[src/rtl/onehot_regbank_if.sv]
// Bus bundle for onehot_regbank: decoder-driven write side, two read ports and error status.
interface onehot_regbank_if #(
    parameter int unsigned WIDTH = 32,
    parameter int unsigned CNTW  = 4
);
    logic [7:0]       we_onehot;
    logic [WIDTH-1:0] wdata;
    logic [2:0]       raddr1;
    logic [2:0]       raddr2;
    logic             clr_err;
    logic [WIDTH-1:0] rdata1;
    logic [WIDTH-1:0] rdata2;
    logic             err;
    logic [CNTW-1:0]  err_cnt;

    modport master (
        output we_onehot, wdata, raddr1, raddr2, clr_err,
        input  rdata1, rdata2, err, err_cnt
    );

    modport slave (
        input  we_onehot, wdata, raddr1, raddr2, clr_err,
        output rdata1, rdata2, err, err_cnt
    );
endinterface

[src/rtl/onehot_regbank.sv]
// Eight-entry register bank written by a one-hot enable, entry 0 hardwired to zero.
// Optional macro REGBANK_BYPASS_EN forwards same-cycle write data to the read ports.
module onehot_regbank #(
    parameter int unsigned WIDTH = 32,
    parameter int unsigned CNTW  = 4
) (
    input logic              clk,
    input logic              rst_n,
    onehot_regbank_if.slave  bus
);

    logic [7:0]       we;
    logic             multi_hot;
    logic             legal;
    logic [WIDTH-1:0] mem_q [8];
    logic [WIDTH-1:0] rdata1_q, rdata1_d;
    logic [WIDTH-1:0] rdata2_q, rdata2_d;
    logic             err_q, err_d;
    logic [CNTW-1:0]  err_cnt_q, err_cnt_d;

    assign we = bus.we_onehot;
    // Clearing the lowest set bit leaves something only if two or more bits were set.
    assign multi_hot = |(we & (we - 8'd1));
    assign legal     = (we != 8'd0) && !multi_hot;

    function automatic logic [WIDTH-1:0] read_port(input logic [2:0] addr);
        logic [WIDTH-1:0] val;
        val = (addr == 3'd0) ? '0 : mem_q[addr];
`ifdef REGBANK_BYPASS_EN
        if (legal && we[addr] && (addr != 3'd0)) begin
            val = bus.wdata;
        end
`endif
        return val;
    endfunction

    always_comb begin
        rdata1_d  = read_port(bus.raddr1);
        rdata2_d  = read_port(bus.raddr2);
        // Clear takes effect before a same-cycle illegal vector is counted.
        err_d     = bus.clr_err ? 1'b0 : err_q;
        err_cnt_d = bus.clr_err ? '0 : err_cnt_q;
        if (multi_hot) begin
            err_d = 1'b1;
            if (err_cnt_d != {CNTW{1'b1}}) begin
                err_cnt_d = err_cnt_d + 1'b1;
            end
        end
    end

    always_ff @(posedge clk or negedge rst_n) begin
        if (!rst_n) begin
            for (int k = 0; k < 8; k++) begin
                mem_q[k] <= '0;
            end
            rdata1_q  <= '0;
            rdata2_q  <= '0;
            err_q     <= 1'b0;
            err_cnt_q <= '0;
        end else begin
            for (int k = 1; k < 8; k++) begin
                if (legal && we[k]) begin
                    mem_q[k] <= bus.wdata;
                end
            end
            rdata1_q  <= rdata1_d;
            rdata2_q  <= rdata2_d;
            err_q     <= err_d;
            err_cnt_q <= err_cnt_d;
        end
    end

    assign bus.rdata1  = rdata1_q;
    assign bus.rdata2  = rdata2_q;
    assign bus.err     = err_q;
    assign bus.err_cnt = err_cnt_q;

endmodule

[src/flat_wrapper.sv]
// flat-port wrapper written by rule: the top's interface ports become plain ports
module onehot_regbank_flat 
#(
    parameter int unsigned WIDTH = 32,
    parameter int unsigned CNTW  = 4
)
  (clk, rst_n, bus_we_onehot, bus_wdata, bus_raddr1, bus_raddr2, bus_clr_err, bus_rdata1, bus_rdata2, bus_err, bus_err_cnt);
  onehot_regbank_if #(.WIDTH(WIDTH), .CNTW(CNTW)) bus_i ();
  input logic clk;
  input logic rst_n;
  input wire logic [$bits(bus_i.we_onehot)-1:0] bus_we_onehot;
  input wire logic [$bits(bus_i.wdata)-1:0] bus_wdata;
  input wire logic [$bits(bus_i.raddr1)-1:0] bus_raddr1;
  input wire logic [$bits(bus_i.raddr2)-1:0] bus_raddr2;
  input wire logic [$bits(bus_i.clr_err)-1:0] bus_clr_err;
  output wire logic [$bits(bus_i.rdata1)-1:0] bus_rdata1;
  output wire logic [$bits(bus_i.rdata2)-1:0] bus_rdata2;
  output wire logic [$bits(bus_i.err)-1:0] bus_err;
  output wire logic [$bits(bus_i.err_cnt)-1:0] bus_err_cnt;
  assign bus_i.we_onehot = bus_we_onehot;
  assign bus_i.wdata = bus_wdata;
  assign bus_i.raddr1 = bus_raddr1;
  assign bus_i.raddr2 = bus_raddr2;
  assign bus_i.clr_err = bus_clr_err;
  assign bus_rdata1 = bus_i.rdata1;
  assign bus_rdata2 = bus_i.rdata2;
  assign bus_err = bus_i.err;
  assign bus_err_cnt = bus_i.err_cnt;
  onehot_regbank #(.WIDTH(WIDTH), .CNTW(CNTW)) u_core (.clk(clk), .rst_n(rst_n), .bus(bus_i));
endmodule
[config.mk]
export PLATFORM = sky130hd
export DESIGN_NAME = onehot_regbank_flat
export DESIGN_NICKNAME = d
export VERILOG_FILES = /design/src/rtl/onehot_regbank_if.sv /design/src/rtl/onehot_regbank.sv /design/src/flat_wrapper.sv
export SDC_FILE = /design/constraint.sdc
export NUM_CORES = 1
export LEC_CHECK = 0
export CORE_MARGIN = 2
export CORE_UTILIZATION = 40
export DETAILED_ROUTE_END_ITERATION = 16
export SYNTH_ARGS = -nofsm -noshare
export SYNTH_HDL_FRONTEND = slang
export SYNTH_SLANG_ARGS = --single-unit
[constraint.sdc]
create_clock -name clk -period 1.6 [get_ports clk]
set_clock_uncertainty 0.05 [all_clocks]
set_input_delay 0.32 -clock clk [delete_from_list [all_inputs] [get_ports clk]]
set_output_delay 0.32 -clock clk [all_outputs]
set_load 0.02 [all_outputs]
==> flow_metrics.py, run 1 <==
metrics = {
    "logic_synthesis": {
        "syn_nets": 997,
        "yosys_register_bits": 293,
        "synthTopCellsByArea": "dfrtp_1 53%, mux2_2 21%, mux4_2 10%, mux2_4 3.0%, a221oi_1 2.0%",
        "syn_area_mm2": 0.01385,
        "yosys-top-cells-count": "293 x dfrtp_1, 261 x mux2_2, 64 x mux4_2",
        "ys.flop_type": "dfrtp_1",
        "seq_area_frac_synth": 0.5295,
        "synth_cell_type_count": 38,
        "ys_warn_count": 32,
        "postSynthAreaPerCell_um2": 14.62,
        "synth_top_area_cell": "dfrtp_1",
        "postSynthCellCount": 947,
        "synth-edff-count": 0,
        "synthArstFlopShare": 1.000,
        "yosysMostFrequentCell": "dfrtp_1",
        "synth_top_area_share": 0.5295,
    },
    "drt": {
        "drt_iter0_markers": 404,
        "drcViolationCount": 0,
        "ant_nets": 0,
        "vias": 8897,
        "totalWireLength_um": 36040,
        "wire_per_inst_um": 22.24,
        "vias_per_cell": 5.489,
        "dr.pass1.iters": 4,
    },
    "job": {
        "drv_cap": 0,
    },
    "timing": {
        "final.setup.worst_slack_ns": -0.09107,
        "worst_pin_slew_ns": 0.4068,
        "hold_viol": 0,
        "timing.slew.headroom": 0.7259,
        "finalCritPeriodShare": 1.057,
        "tns_ns": -2.156,
        "min_period_ns": 1.691,
        "final_max_slew_viol_count": 0,
        "max_freq_mhz": 591.3,
        "rsz0062_at_grt": "yes",
        "setup_viol": 30,
        "whs_ns": 0.2020,
    },
    "global_routing": {
        "grt_pass1_wl_um": 56910,
        "met3_usage": 0.02749,
        "met2_usage": 0.3382,
        "first_global_vias": 9393,
        "use_met1": 0.2897,
        "grt_max_degree": 65,
        "grt_antenna_before_repair": 0,
        "overflow": 0,
        "grt_usage": 0.2055,
        "grt-busiest-layer": "met2",
    },
    "floorplan": {
        "num_rows": 68,
        "die_w_um": 190.1,
        "io_pins": 118,
        "die_area_mm2": 0.03612,
        "core_area_mm2": 0.03429,
        "start_util": 0.4038,
        "chipHeight_um": 190.1,
    },
    "cts": {
        "clk_path_buf_depth": 3,
        "cts_sinks": 293,
        "clk_latency_ns": 0.51,
        "numCtsBuffers": 34,
        "htree_num_levels": 2,
        "clockRootBuffer": "clkbuf_16",
        "cts_tree": "yes",
        "clk_pin_slew_ns": 0.05,
    },
    "worst_setup_path": {
        "reg2reg_slack_ns": 0.09,
        "crit_path_end_kind": "flop",
        "critPathLaunchType": "input port",
        "required_ns": 1.93,
        "setup.worst_path.class": "input port to flop",
        "worstPathMaxFanout": 6,
        "rr_startpoint": "u_core.bus.err_cnt[1]",
        "r2r_end": "u_core.bus.err_cnt[1]",
        "reg2reg_depth": 5,
        "cp.arrival_ns": 2.02,
    },
    "final_layout": {
        "drive_gt1_frac": 0.4708,
        "fin_cells": 1621,
        "diodes": 0,
        "nets": 1191,
        "final_core_util": 0.5209,
        "area_delta_synth_final_pct": 29.00,
    },
    "power": {
        "p_switching_uw": 4953,
        "power_frac_seq": 0.439,
        "p_clk_frac": 0.408,
        "ir_drop_mv": 0.6041,
        "p_total_uw": 19860,
        "p_sw_frac": 0.2493,
        "combPwrFrac": 0.153,
        "p_leak_uw": 0.008494,
        "power.density_mw_per_mm2": 1112,
        "intPower_uw": 14910,
    },
    "placed_design": {
        "gp_congestion": 0.7440,
        "port_buffers": 117,
        "dp_hpwl_um": 22640,
        "dp_cells": 1542,
    },
    "min_path": {
        "worstHoldPathType": "input port to asynchronous set/reset pin",
    },
    "status": {
        "run_status": "finished, violations left",
        "violations": "setup timing",
    },
}
worst max-delay path by stage:
stage                       endpoint              from  slack, ns  depth (start not counted)
5_1_grt             u_core.mem_q[18]  bus_we_onehot[2]      -0.12                          8
3_5_place_dp        u_core.mem_q[49]  bus_we_onehot[2]      -0.82                          6
6_report            u_core.mem_q[49]  bus_we_onehot[2]      -0.09                          8
4_1_cts             u_core.mem_q[15]  bus_we_onehot[5]      -0.14                          8
3_3_place_gp        u_core.mem_q[50]  bus_we_onehot[2]      -0.80                          6
2_1_floorplan  u_core.bus.err_cnt[1]  bus_we_onehot[2]      -0.26                          4
worst max-delay path: stages:
cell and delay (ns):
buf_6 0.09, or4_4 0.55, nor3_4 0.20, buf_6 0.14, nand3b_4 0.12, buf_6 0.16, buf_12 0.14, mux2_4 0.29
kinds of logic after synthesis:
family	Yosys count	synth area share
fa+ha+maj	2	0.001626
compound gates	136	0.06488
xor+xnor	1	0.0006326
mux	354	0.3474
simple gates	59	0.02385
flops	293	0.5295
buf+inv	102	0.03208
cell usage in the layout, fill, tap and decap left out, types with 4 or more instances in the layout:
master,instances
buf_6,10
clkinv_2,5
nand2_1,35
clkbuf_8,7
clkdlybuf4s15_1,9
inv_1,32
clkdlybuf4s50_1,33
mux4_2,64
mux2_2,257
mux2_4,32
clkbuf_16,37
clkbuf_1,8
o21ai_0,35
buf_16,4
a22oi_1,33
clkdlybuf4s15_2,4
a21oi_1,31
buf_2,7
a221oi_1,31
dlygate4sd2_1,57
dfrtp_1,293
buf_4,61
buf_12,39
cell type report:
type                       count  area, um^2
timing repair buffer         228        2524
clock buffer                  52        1052
fill                        2860       16430
tap                          455       569.3
multi-input combinational    552        6142
sequential                   293        7332
inverter                      32       120.1
clock inverter                 9       122.6
flip-flops by register name, summed over array words and instances (netlist names):
| register | count |
|---|---|
| u_core.bus.err | 1 |
| u_core.bus.err_cnt | 4 |
| u_core.bus.rdata1 | 32 |
| u_core.bus.rdata2 | 32 |
| u_core.mem_q | 224 |
stage by stage:
step	setup slack (ns)	area (um^2)
floorplan	-0.2625	13930
global placement	-0.8009	16470
detailed placement	-0.8220	16470
CTS	-0.1388	17890
global route	-0.1194	17860
finish	-0.09107	17860
power groups by stage:
stage | Sequential (uW) | Combinational, uW | Clock, uW
after floorplan | 8930 | 1620 | 0
after global placement | 8820 | 3130 | 0
after detailed placement | 8850 | 3180 | 0
after CTS | 8710 | 3080 | 8270
after global routing | 8820 | 3300 | 8570
final | 8730 | 3040 | 8100
what timing repair did:
action                     4_1_cts  5_1_grt
setup endpoints to repair      298      118
cloned                           7        0
pin swaps                        5        4
setup buffers                   10        3
hold buffers                     1        0
gates resized for setup        116       21
hold endpoints to repair       287        0
per-layer routing:
metal,vias to the layer above,share of wire
met5,-,0
met4,0,0.017
met3,41,0.038
met2,173,0.49
met1,4708,0.46
li1,3975,-
Power figures use the tool's default switching activity.
==> run 2: changes to the inputs <==
--- a/config.mk
+++ b/config.mk
@@ -8,6 +8,9 @@
 export CORE_MARGIN = 2
 export CORE_UTILIZATION = 40
 export DETAILED_ROUTE_END_ITERATION = 16
+export RECOVER_POWER = 25
+export SKIP_CTS_REPAIR_TIMING = 1
+export SLEW_MARGIN = 20
 export SYNTH_ARGS = -nofsm -noshare
 export SYNTH_HDL_FRONTEND = slang
 export SYNTH_SLANG_ARGS = --single-unit
==> run 2 against run 1 <==
Against the previous run:
- the run still ends with setup timing left
- final cell count fell by 0.56%
- largest cell class unchanged
- total power is 0.27% higher
- critical endpoint unchanged
- setup slack got worse by 0.0035 ns
- utilization rose by 0.13 points
- critical path type unchanged
==> flow_metrics.py, run 2 (synthesis gave the netlist of run 1 again) <==
metrics = {
    "cts": {
        "numCtsBuffers": 34,
        "clockRootBuffer": "clkbuf_16",
        "clk_path_buf_depth": 3,
        "clk_latency_ns": 0.51,
        "cts_sinks": 293,
        "cts_tree": "yes",
        "htree_num_levels": 2,
        "clk_pin_slew_ns": 0.06,
    },
    "final_layout": {
        "drive_gt1_frac": 0.4624,
        "largest_reg_flops": 224,
        "area_delta_synth_final_pct": 29.32,
        "fillers": 2837,
        "layout_common_cells": "293 x dfrtp_1, 260 x mux2_2, 73 x dlymetal6s2s_1",
        "layout_commonest_cell": "dfrtp_1",
        "diodes": 0,
        "nets": 1182,
        "regMostFlops": "u_core.mem_q",
    },
    "status": {
        "run_status": "finished, violations left",
        "violations": "setup timing",
    },
    "placed_design": {
        "port_buffers": 117,
        "dp_hpwl_um": 22640,
        "gp_congestion": 0.7440,
    },
    "timing": {
        "setup_viol": 32,
        "timing.slew.headroom": 0.4954,
        "hold_viol": 0,
        "finalCritPeriodShare": 1.059,
        "whs_ns": 0.2541,
        "worst_pin_slew_ns": 0.7569,
        "min_period_ns": 1.695,
        "final_max_slew_viol_count": 0,
        "tns_ns": -1.985,
        "rsz0062_at_grt": "yes",
        "max_freq_mhz": 590.1,
        "final.setup.worst_slack_ns": -0.09459,
    },
    "floorplan": {
        "die_w_um": 190.1,
        "num_rows": 68,
        "io_pins": 118,
        "die_area_mm2": 0.03612,
        "chipHeight_um": 190.1,
        "start_util": 0.4038,
        "core_area_mm2": 0.03429,
    },
    "worst_setup_path": {
        "rr_startpoint": "u_core.bus.err_cnt[0]",
        "crit_chain": "buf_6 > or4_4 > nor3_4 > nand3b_4 > buf_12 > mux2_4",
        "reg2reg_depth": 5,
        "cp.arrival_ns": 2.03,
        "worstPathMaxFanout": 6,
        "crit_path_end_kind": "flop",
        "r2r_end": "u_core.bus.err_cnt[1]",
        "cpMaxStageDelayCell": "or4_4",
        "critPathLaunchType": "input port",
        "reg2reg_slack_ns": 0.08,
        "required_ns": 1.93,
        "setup.worst_path.class": "input port to flop",
        "slowest_delay_ns": 0.55,
    },
    "job": {
        "drv_cap": 0,
    },
    "min_path": {
        "worstHoldEndpoint": "u_core.bus.rdata2[27]",
        "worstHoldStart": "bus_raddr2[2]",
        "holdPathStages": 3,
        "worstHoldPathType": "input port to flop",
    },
    "drt": {
        "dr.pass1.iters": 4,
        "vias_per_cell": 5.507,
        "wire_per_inst_um": 22.15,
        "drt_iter0_markers": 412,
        "drcViolationCount": 0,
        "totalWireLength_um": 35700,
        "ant_nets": 0,
        "vias": 8877,
    },
    "global_routing": {
        "first_global_vias": 9288,
        "grt_usage": 0.1985,
        "grt_pass1_wl_um": 55420,
        "overflow": 0,
        "grt_antenna_before_repair": 0,
        "grt_max_degree": 65,
    },
    "power": {
        "ir_drop_mv": 0.6148,
        "power.density_mw_per_mm2": 1112,
        "p_leak_uw": 0.009211,
    },
}
-- run 2: where the power goes --
part | internal [uW] | switching [uW]
logic | 1740 | 1370
registers | 8220 | 503
clock network | 5020 | 3070
total | 15000 | 4940
-- run 2: worst max-delay path: cells and delay by family --
kind / cells / cell delay (ns)
buf+inv: 2 / 0.31
mux: 1 / 0.29
simple gates: 3 / 1.08
-- run 2: layer usage --
| layer | share of wire | global-route usage | vias to the layer above |
|---|---|---|---|
| met1 | 0.46 | 0.2808 | 4690 |
| met2 | 0.48 | 0.3247 | 186 |
| met5 | 0 | 0 | - |
| met3 | 0.037 | 0.02638 | 50 |
| li1 | - | - | 3951 |
| met4 | 0.020 | 0.05009 | 0 |
-- run 2: worst max-delay path by stage --
stage | from | endpoint
2_1_floorplan | bus_we_onehot[2] | u_core.bus.err_cnt[1]
3_3_place_gp | bus_we_onehot[2] | u_core.mem_q[50]
3_5_place_dp | bus_we_onehot[2] | u_core.mem_q[49]
4_1_cts | u_core.bus.err_cnt[3] | bus_err_cnt[3]
5_1_grt | bus_we_onehot[5] | u_core.mem_q[41]
6_report | bus_we_onehot[5] | u_core.mem_q[49]
-- run 2: area by class of cell --
cell class                 instances  area [um^2]  area share
sequential                       293         7332      0.4094
multi-input combinational        552         6135      0.3426
timing repair buffer             219         2576      0.1439
clock buffer                      52         1052     0.05876
tap                              455        569.3     0.03179
clock inverter                     9        122.6    0.006847
inverter                          32        120.1    0.006708
-- run 2: stage by stage --
step           setup slack (ns)  instance area (um^2)  power, uW    util  instances
2_1_floorplan           -0.2625                 13930      10550       -        947
3_3_place_gp            -0.8009                 16470      11950  0.4803       1542
3_5_place_dp            -0.8220                 16470      12030  0.4803       1542
4_1_cts                 -0.4024                 17640      20190  0.5146       1603
5_1_grt                 -0.1185                 17910      20740  0.5223       1612
6_report               -0.09459                 17910      19920  0.5223       1612
==> run 3: changes to the inputs <==
--- a/config.mk
+++ b/config.mk
@@ -8,6 +8,8 @@
 export CORE_MARGIN = 2
 export CORE_UTILIZATION = 40
 export DETAILED_ROUTE_END_ITERATION = 16
+export GPL_ROUTABILITY_DRIVEN = 0
+export HOLD_SLACK_MARGIN = 0.03
 export RECOVER_POWER = 25
 export SKIP_CTS_REPAIR_TIMING = 1
 export SLEW_MARGIN = 20
==> results of run 3 <==
Final layout, timing and power as in run 2 (identical DEF).
